===== config.mk =====
export PLATFORM = sky130hd
export DESIGN_NAME = muldiv_unit
export DESIGN_NICKNAME = d
export VERILOG_FILES = /design/src/rtl/muldiv_unit.sv
export SDC_FILE = /design/constraint.sdc
export NUM_CORES = 1
export LEC_CHECK = 0
export ABC_CLOCK_PERIOD_IN_PS = 7600
export BUFFER_PORTS_ARGS = -buffer_cell sky130_fd_sc_hd__clkbuf_2
export CORE_ASPECT_RATIO = 1.75
export CORE_UTILIZATION = 25
export DETAILED_ROUTE_END_ITERATION = 10
export PLACE_DENSITY_LB_ADDON = 0.12
export SYNTH_ARGS = -nofsm -noshare
export SYNTH_HDL_FRONTEND = slang
export SYNTH_SLANG_ARGS = --single-unit

===== constraint.sdc =====
create_clock -name clk -period 7.6 [get_ports clk]
set_clock_uncertainty 0.05 [all_clocks]
set_input_delay 0.76 -clock clk [delete_from_list [all_inputs] [get_ports clk]]
set_output_delay 0.76 -clock clk [all_outputs]
set_load 0.05 [all_outputs]

===== src/rtl/muldiv_unit.sv =====
// Iterative RV32M multiply/divide unit: shift-add multiply and restoring divide on
// operand magnitudes, one bit per cycle, with early completion for divide corner cases.
module muldiv_unit #(
    parameter int XLEN = 32
) (
    input  logic            clk,
    input  logic            rst,
    input  logic            start,
    input  logic            kill,
    input  logic [2:0]      funct3,
    input  logic [XLEN-1:0] op_a,
    input  logic [XLEN-1:0] op_b,
    input  logic [4:0]      rd_i,
    output logic            stall,
    output logic            busy,
    output logic            done,
    output logic [XLEN-1:0] result,
    output logic [4:0]      rd_o
);

    localparam int CW = $clog2(XLEN);
    localparam logic [CW-1:0]   LAST_ITER = CW'(XLEN - 1);
    localparam logic [XLEN-1:0] MIN_NEG   = {1'b1, {(XLEN-1){1'b0}}};

    typedef enum logic [1:0] {IDLE, CALC, DONE} state_t;

    state_t              state_q;
    logic [CW-1:0]       cnt_q;
    logic                busy_q;
    logic                done_q;
    logic [XLEN-1:0]     result_q;
    logic [4:0]          rd_q;
    logic [4:0]          tag_q;
    logic [2:0]          op_q;
    logic                a_sign_q;
    logic                b_sign_q;
    logic [2*XLEN-1:0]   prod_q;
    logic [2*XLEN-1:0]   mcand_q;
    logic [XLEN-1:0]     mplier_q;
    logic [XLEN-1:0]     rem_q;
    logic [XLEN-1:0]     quo_q;
    logic [XLEN-1:0]     divisor_q;

    function automatic logic [XLEN-1:0] neg_if(input logic s, input logic [XLEN-1:0] v);
        return s ? (~v + 1'b1) : v;
    endfunction

    function automatic logic [XLEN-1:0] mul_final(input logic [2*XLEN-1:0] p,
                                                  input logic s, input logic lo);
        logic [2*XLEN-1:0] r;
        r = s ? (~p + 1'b1) : p;
        return lo ? r[XLEN-1:0] : r[2*XLEN-1:XLEN];
    endfunction

    function automatic logic [XLEN-1:0] div_final(input logic [XLEN-1:0] quo,
                                                  input logic [XLEN-1:0] rem,
                                                  input logic qs, input logic rs,
                                                  input logic is_rem);
        return is_rem ? neg_if(rs, rem) : neg_if(qs, quo);
    endfunction

    // Divide-by-zero and signed-overflow answers, available without iterating.
    function automatic logic [XLEN-1:0] special_res(input logic is_rem, input logic bz,
                                                    input logic [XLEN-1:0] a);
        if (bz)
            return is_rem ? a : {XLEN{1'b1}};
        return is_rem ? {XLEN{1'b0}} : MIN_NEG;
    endfunction

    logic            a_signed_op, b_signed_op;
    logic            a_sign_in, b_sign_in;
    logic [XLEN-1:0] a_mag, b_mag;
    logic            b_zero, sgn_ovf, special;

    always_comb begin
        a_signed_op = funct3[2] ? ~funct3[0] : (funct3[1:0] != 2'b11);
        b_signed_op = funct3[2] ? ~funct3[0] : ~funct3[1];
        a_sign_in   = a_signed_op & op_a[XLEN-1];
        b_sign_in   = b_signed_op & op_b[XLEN-1];
        a_mag       = neg_if(a_sign_in, op_a);
        b_mag       = neg_if(b_sign_in, op_b);
        b_zero      = (op_b == '0);
        sgn_ovf     = (op_a == MIN_NEG) && (&op_b) && !funct3[0];
        special     = funct3[2] && (b_zero || sgn_ovf);
    end

    logic [2*XLEN-1:0] prod_d;
    logic [XLEN:0]     trial, diff;
    logic              qbit;
    logic [XLEN-1:0]   rem_d, quo_d;

    always_comb begin
        prod_d = mplier_q[0] ? (prod_q + mcand_q) : prod_q;
        trial  = {rem_q, quo_q[XLEN-1]};
        diff   = trial - {1'b0, divisor_q};
        qbit   = ~diff[XLEN];
        rem_d  = qbit ? diff[XLEN-1:0] : trial[XLEN-1:0];
        quo_d  = {quo_q[XLEN-2:0], qbit};
    end

    assign stall  = ~rst & (((state_q == IDLE) & start) | (state_q == CALC));
    assign busy   = busy_q;
    assign done   = done_q;
    assign result = result_q;
    assign rd_o   = rd_q;

    always_ff @(posedge clk) begin
        if (rst) begin
            state_q   <= IDLE;
            cnt_q     <= '0;
            busy_q    <= 1'b0;
            done_q    <= 1'b0;
            result_q  <= '0;
            rd_q      <= '0;
            tag_q     <= '0;
            op_q      <= '0;
            a_sign_q  <= 1'b0;
            b_sign_q  <= 1'b0;
            prod_q    <= '0;
            mcand_q   <= '0;
            mplier_q  <= '0;
            rem_q     <= '0;
            quo_q     <= '0;
            divisor_q <= '0;
        end else if (kill) begin
            state_q <= IDLE;
            busy_q  <= 1'b0;
            done_q  <= 1'b0;
        end else begin
            case (state_q)
                IDLE: begin
                    done_q <= 1'b0;
                    if (start) begin
                        busy_q <= 1'b1;
                        if (special) begin
                            state_q  <= DONE;
                            done_q   <= 1'b1;
                            result_q <= special_res(funct3[1], b_zero, op_a);
                            rd_q     <= rd_i;
                        end else begin
                            state_q   <= CALC;
                            cnt_q     <= '0;
                            op_q      <= funct3;
                            tag_q     <= rd_i;
                            a_sign_q  <= a_sign_in;
                            b_sign_q  <= b_sign_in;
                            prod_q    <= '0;
                            mcand_q   <= {{XLEN{1'b0}}, a_mag};
                            mplier_q  <= b_mag;
                            rem_q     <= '0;
                            quo_q     <= a_mag;
                            divisor_q <= b_mag;
                        end
                    end
                end
                CALC: begin
                    cnt_q    <= cnt_q + 1'b1;
                    prod_q   <= prod_d;
                    mcand_q  <= {mcand_q[2*XLEN-2:0], 1'b0};
                    mplier_q <= {1'b0, mplier_q[XLEN-1:1]};
                    rem_q    <= rem_d;
                    quo_q    <= quo_d;
                    // The final iteration's values are folded straight into the result.
                    if (cnt_q == LAST_ITER) begin
                        state_q <= DONE;
                        done_q  <= 1'b1;
                        rd_q    <= tag_q;
                        result_q <= op_q[2]
                            ? div_final(quo_d, rem_d, a_sign_q ^ b_sign_q, a_sign_q, op_q[1])
                            : mul_final(prod_d, a_sign_q ^ b_sign_q, op_q[1:0] == 2'b00);
                    end
                end
                default: begin
                    state_q <= IDLE;
                    busy_q  <= 1'b0;
                    done_q  <= 1'b0;
                end
            endcase
        end
    end

endmodule


### Word level (Yosys, flattened, before mapping)

Index checks and enable logic that the tools add are counted.

* flip-flop bits (word level): 312
* output and inout bits: 40
* word-level logic and storage cells: 124

* add/subtract/negate cells: 8
* eq/ne operators: 8
* mux-type cells: 58
* bitwise gates (word level): 18
* reduce and logical (&&, ||, !) cells: 16

Operator list (count)
* 32-bit 2-to-1 mux: 21
* 64-bit 2-to-1 mux: 6
* 32-bit one-hot mux with 2 select lines: 4
* 64-bit one-hot mux with 2 select lines: 2
* 32-bit by 1-bit adder with 32-bit output (second input constant): 4
* 32-bit inverter: 4
* 64-bit by 1-bit adder with 64-bit output (second input constant): 1
* 64-bit adder: 1
* 64-bit inverter: 1
* 33-bit by 32-bit subtractor with 33-bit output: 1
* 32-bit == test (second input constant): 1
* 32-bit zero test: 1
* 32-bit AND reduction: 1
* 5-bit 2-to-1 mux: 5
* 5-bit one-hot mux with 2 select lines: 2
* 1-bit 2-to-1 mux: 12
* 2-bit inequality test (second input constant): 4
* 4-bit AND reduction: 2
* 1-bit inverter: 7
* 2-bit 2-to-1 mux: 3
* 5-bit by 1-bit adder with 5-bit output (second input constant): 1
* 5-bit == test (second input constant): 1
* 5-bit AND reduction: 1
* 1-bit AND: 4
* 13 further kinds: 18

### Depth between registers and ports, before layout

* depth in word-level cells: 14
* mapped depth: 27
* depth with buffers taken out: 23

### Worst setup path after synthesis

Ideal clock, no wire load.

* kind: register to register
* start: reg quo_q[31]
* end: reg result_q[22], in the netlist result[22]
* arrival: 5.170 ns
* slack: 2.288 ns
* cell stages (with the launch flop): 26
* buffers on the path: 4
* cells stage by stage: dfxtp_1 -> inv_1 -> ha_1 -> inv_1 -> fa_1 -> a211oi_1 -> nor3_1 -> o311ai_0 -> or3_1 -> and3_1 -> clkbuf_1 -> nor2_1 -> inv_1 -> clkbuf_1 -> clkbuf_1 -> buf_1 -> ha_1 -> nor3b_1 -> nand3_1 -> nor2_1 -> and2_1 -> a21oi_1 -> xnor2_1 -> a221oi_1 -> nor3_1 -> nor4_1

* word-level cells in the longest chain between the ends: 9
* elaborated cells between the ends (all ways): 13
* those cells by class: add/sub (3); mux (7); bitwise (3)

RTL lines
* from (decl): line 41 `logic [XLEN-1:0] quo_q;`
* from (signal assigned): line 151 `quo_q <= a_mag;`
* from (signal assigned): line 162 `quo_q <= quo_d;`
* 33-bit by 32-bit subtractor with 33-bit output: line 95 `diff = trial - {1'b0, divisor_q};`
* 32-bit 2-to-1 mux / 1-bit inverter (equally long branches): line 97, 96
* 32-bit inverter: line 45 `return s ? (~v + 1'b1) : v;`
* 32-bit by 1-bit adder with 32-bit output: line 45
* 32-bit 2-to-1 mux: line 45
* 32-bit 2-to-1 mux (*): line 59 `return is_rem ? neg_if(rs, rem) : neg_if(qs, quo);`
* 32-bit 2-to-1 mux (*): line 169 `? div_final(quo_d, rem_d, a_sign_q ^ b_sign_q, a_sign_q, op_q[1])`
* 32-bit 2-to-1 mux (*): line 164 `if (cnt_q == LAST_ITER) begin`
* 32-bit one-hot mux with 2 select lines (*): line 130 `case (state_q)`
* to (signal assigned): line 138 `result_q <= special_res(funct3[1], b_zero, op_a);`
* to (signal assigned): line 168 `result_q <= op_q[2]`
* to (decl): line 31 `logic [XLEN-1:0] result_q;`

Every way passes the cells marked *; elsewhere a longest branch is shown, timed or not. The select of a mux whose other input is x is not followed.
A chain may end at the register's enable or synchronous reset.

### Worst setup path after layout

* start: reg mcand_q[0]
* end: reg result_q[31], in the netlist result[31]

* word-level cells in the longest chain between the ends: 9

RTL lines
* from (decl): line 38 `logic [2*XLEN-1:0] mcand_q;`
* from (signal assigned): line 148 `mcand_q <= {{XLEN{1'b0}}, a_mag};`
* from (signal assigned): line 159 `mcand_q <= {mcand_q[2*XLEN-2:0], 1'b0};`
* 64-bit adder (*): line 93 `prod_d = mplier_q[0] ? (prod_q + mcand_q) : prod_q;`
* 64-bit 2-to-1 mux (*): line 93
* 64-bit inverter: line 51 `r = s ? (~p + 1'b1) : p;`
* 64-bit by 1-bit adder with 64-bit output: line 51
* 64-bit 2-to-1 mux (*): line 51
* 32-bit 2-to-1 mux (*): line 52 `return lo ? r[XLEN-1:0] : r[2*XLEN-1:XLEN];`
* 32-bit 2-to-1 mux (*): line 169
* 32-bit 2-to-1 mux (*): line 164
* 32-bit one-hot mux with 2 select lines (*): line 130

Marked as above.

==> flow_metrics.py <==
metrics = {
    "status": {
        "status": "finished, violations left",
        "violations": "slew limit",
    },
    "global_route": {
        "grtUsageMet2_pct": 50.0,
        "grt_max_degree": 159,
        "grt_pass1_vias": 28357,
        "met1_usage_pct": 23.9,
        "track_usage_pct": 26.3,
        "antenna_found_initial": 5,
        "grt_pass1_wl_mm": 198,
        "busiest_layer": "met2",
        "grt.overflow.total": 0,
        "grt_util_met3_pct": 3.38,
    },
    "power_and_ir_drop": {
        "finalPower_mw": 5.19,
        "p_int_mw": 3.23,
        "p_leak_nw": 10.6,
        "comb_power_share_pct": 28.1,
        "sw_frac_of_total_pct": 37.7,
        "peakVddDrop_uv": 160,
        "powerDensity_nw_per_um2": 181,
        "p_seq_share_pct": 33.4,
        "p_sw_mw": 1.95,
        "p_clk_share_pct": 38.5,
    },
    "cts": {
        "cts_buffers": 38,
        "clk_latency_ns": 0.61,
        "cts_tree": "done",
        "ctsHoldBuffers": 0,
        "cts_resized": 0,
        "clock-root-buffer": "clkbuf_16",
        "h-tree-depth": 2,
        "cts_sinks": 312,
        "clockBufferDepth": 3,
        "postCtsSetupRepairBufs": 0,
        "clk_pin_slew_ns": 0.07,
    },
    "synthesis": {
        "ys_seq_elements": 312,
        "syn_nets": 3757,
        "syn_area_um2": 25400,
        "yosysSeqAreaShare_pct": 24.6,
        "yosysUniqueCellTypes": 98,
        "synthCells": 3576,
        "synth-main-ff-cell": "dfxtp_1",
        "syn_area_per_cell_um2": 7.11,
        "ys.warnings.count": 0,
        "synth-async-reset-ratio_pct": 0,
        "synth_enable_flop_cells": 0,
    },
    "setup_path": {
        "crit_arrival_ns": 6.84,
        "path_class": "reg2reg",
        "path_buf_inv": 2,
        "cpMostUsedCell": "nor2_1",
        "timing.rr.start": "mcand_q[0]",
        "crit_family": "simple AND/OR/NAND/NOR gates",
        "cp-startpoint": "mcand_q[0]",
        "critical_path.max_fanout": 7,
        "endpoint_kind": "register",
        "start_kind": "register",
        "crit_chain": "ha_1, inv_1, fa_1, nand2b_1, a21boi_4, o2111ai_1, a2111oi_0, buf_4, nor2_1, mux2i_1, nor2_1, or4b_2, nor4_1, nand2_1, nor4_4, nor4b_1, o31a_1",
        "cp_slowest_stage_delay_ns": 1.07,
        "required_ns": 8.06,
        "cp_slowest_cell": "a2111oi_0",
    },
    "sta": {
        "fin_tns_setup_ns": 0,
        "fin_crit_ns": 6.38,
        "setup_violations": 0,
        "period_share_pct": 83.9,
        "slew_viol_final": 1,
        "rsz0062_at_grt": "no",
        "relSlewSlack_pct": -3.98,
        "setup_slack_ns": 1.22,
        "fmax_ghz": 0.157,
        "hold_viol_final": 0,
        "tightest_slew_ns": 1.56,
    },
    "drt": {
        "viasPerCell": 5.74,
        "wl_mm": 139,
        "vias": 28203,
        "drt_pass1_iterations": 7,
        "wl_per_cell_um": 28.3,
        "postRouteAntennaNets": 0,
        "drc": 0,
        "drt_iter0_markers": 1752,
    },
    "hold_path": {
        "holdCritPathClass": "in2reg",
        "min-delay-start": "rd_i[2]",
    },
    "finish": {
        "final_layout_size_suffix_gt1_share_pct": 8.77,
        "area_growth_pct": 12.6,
        "fin_nets": 3733,
    },
    "floorplanning": {
        "core_area_um2": 101000,
        "die_y_um": 424,
        "top_level_ports": 116,
        "die_width_um": 243,
        "start_util_pct": 25.2,
        "rows": 154,
        "die-area_um2": 103000,
    },
    "job": {
        "cap_viol_max_count": 0,
    },
    "placement": {
        "dp_hpwl_mm": 110,
        "numPortBuffers": 115,
        "gp_congestion": 0.997,
        "dp_slack_ns": 1.28,
    },
}
==> placed cells by master (no fill, tap or decap), types with 14 or more instances in the layout <==
cell type,Yosys,final
a211oi_1,34,34
a21o_1,53,53
a21oi_1,325,325
a221oi_1,89,89
a22oi_1,107,107
a311oi_1,15,15
a31oi_1,52,52
and2_1,18,17
and3_1,18,18
buf_4,0,54
clkbuf_16,0,41
clkbuf_2,1,114
dfxtp_1,312,311
ha_1,103,103
inv_1,76,75
mux2i_1,37,37
nand2_1,389,389
nand2b_1,28,27
nand3_1,58,57
nand4_1,50,50
nor2_1,552,549
nor2b_1,17,16
nor3_1,128,128
nor4_1,47,47
o211ai_1,37,37
o21a_1,23,23
o21ai_0,184,184
o21bai_1,19,19
o221ai_1,14,14
o31ai_1,37,36
o41ai_1,17,17
or2_2,15,15
or3_1,37,37
or4_1,27,27
xnor2_1,89,88
xor2_1,91,90
==> cells by family after synthesis <==
kind of cell,Yosys count,share of synthesized area [%]
compound gates,1176,31.3
flops,312,24.6
mux,45,1.81
buf+inv,317,4.83
fa+ha+maj,105,5.23
xor+xnor,180,6.20
simple gates,1441,26.1
==> stage by stage <==
stage / util, % / cells / instance area, um^2 / hold WS, ns
finish: 28.4 / 4911 / 28600 / 0.347
global route: 28.4 / 4909 / 28600 / 0.361
CTS: 28.4 / 4907 / 28600 / 0.336
detailed placement: 27.1 / 4837 / 27300 / 0.397
global placement: 27.1 / 4836 / 27300 / 0.394
floorplan: - / 3576 / 25400 / 0.386
==> sequential cells by signal, indices dropped and copies added (netlist names) <==
signal     count
rem_q         32
cnt_q          5
op_q           3
mplier_q      32
tag_q          5
b_sign_q       1
state_q        2
prod_q        64
divisor_q     32
result        32
mcand_q       64
a_sign_q       1
rd_o           5
busy           1
quo_q         32
done           1
==> final timing paths <==
check	endpoint	slack (ns)	cells after the start
max reg2reg	result[31]	1.22	17
max	result[31]	1.22	17
min reg2reg	divisor_q[30]	0.40	2
min	tag_q[2]	0.35	3
==> area by class of cell <==
cell class / instances / area, um^2
fill: 11234 / 72100
multi-input combinational: 2947 / 18000
sequential: 312 / 6250
tap: 1326 / 1660
clock buffer: 55 / 1150
timing repair buffer: 176 / 1100
inverter: 77 / 289
clock inverter: 15 / 146
antenna: 3 / 7.51
==> Yosys cell counts (47+ instances only) <==
master,n,area [um^2]
dfxtp_1,312,6250
nor4_1,47,294
xnor2_1,89,780
a21oi_1,325,1630
o21ai_0,184,921
a221oi_1,89,780
xor2_1,91,797
nand4_1,50,313
a21o_1,53,398
nor3_1,128,641
ha_1,103,1290
nor2_1,552,2070
nand3_1,58,290
nand2_1,389,1460
inv_1,76,285
a31oi_1,52,325
clkbuf_1,199,747
a22oi_1,107,803
==> layer usage <==
layer | up-vias | share of wire, %
met2 | 839 | 52
met4 | 4 | 11
met3 | 407 | 3.8
met1 | 13731 | 33
met5 | - | 0.019
li1 | 13222 | -
==> power by group through the flow <==
| stage | clock network, mW | logic, mW | registers (mW) |
|---|---|---|---|
| 5_1_grt | 2.09 | 1.57 | 1.74 |
| 2_1_floorplan | 0 | 0.925 | 1.74 |
| 3_3_place_gp | 0 | 1.45 | 1.77 |
| 3_5_place_dp | 0 | 1.44 | 1.77 |
| 4_1_cts | 2.04 | 1.44 | 1.73 |
| 6_report | 2.00 | 1.46 | 1.73 |
==> worst reg2reg max path: stages, from the launching register on <==
cell and delay (ns):
dfxtp_1 0.37, ha_1 0.19, inv_1 0.06, fa_1 0.40, nand2b_1 0.22, a21boi_4 0.31
o2111ai_1 0.39, a2111oi_0 1.07, buf_4 0.25, nor2_1 0.07, mux2i_1 0.15, nor2_1 0.44
or4b_2 0.76, nor4_1 0.66, nand2_1 0.23, nor4_4 0.28, nor4b_1 0.09, o31a_1 0.31
(Power assumes the default switching activity.)
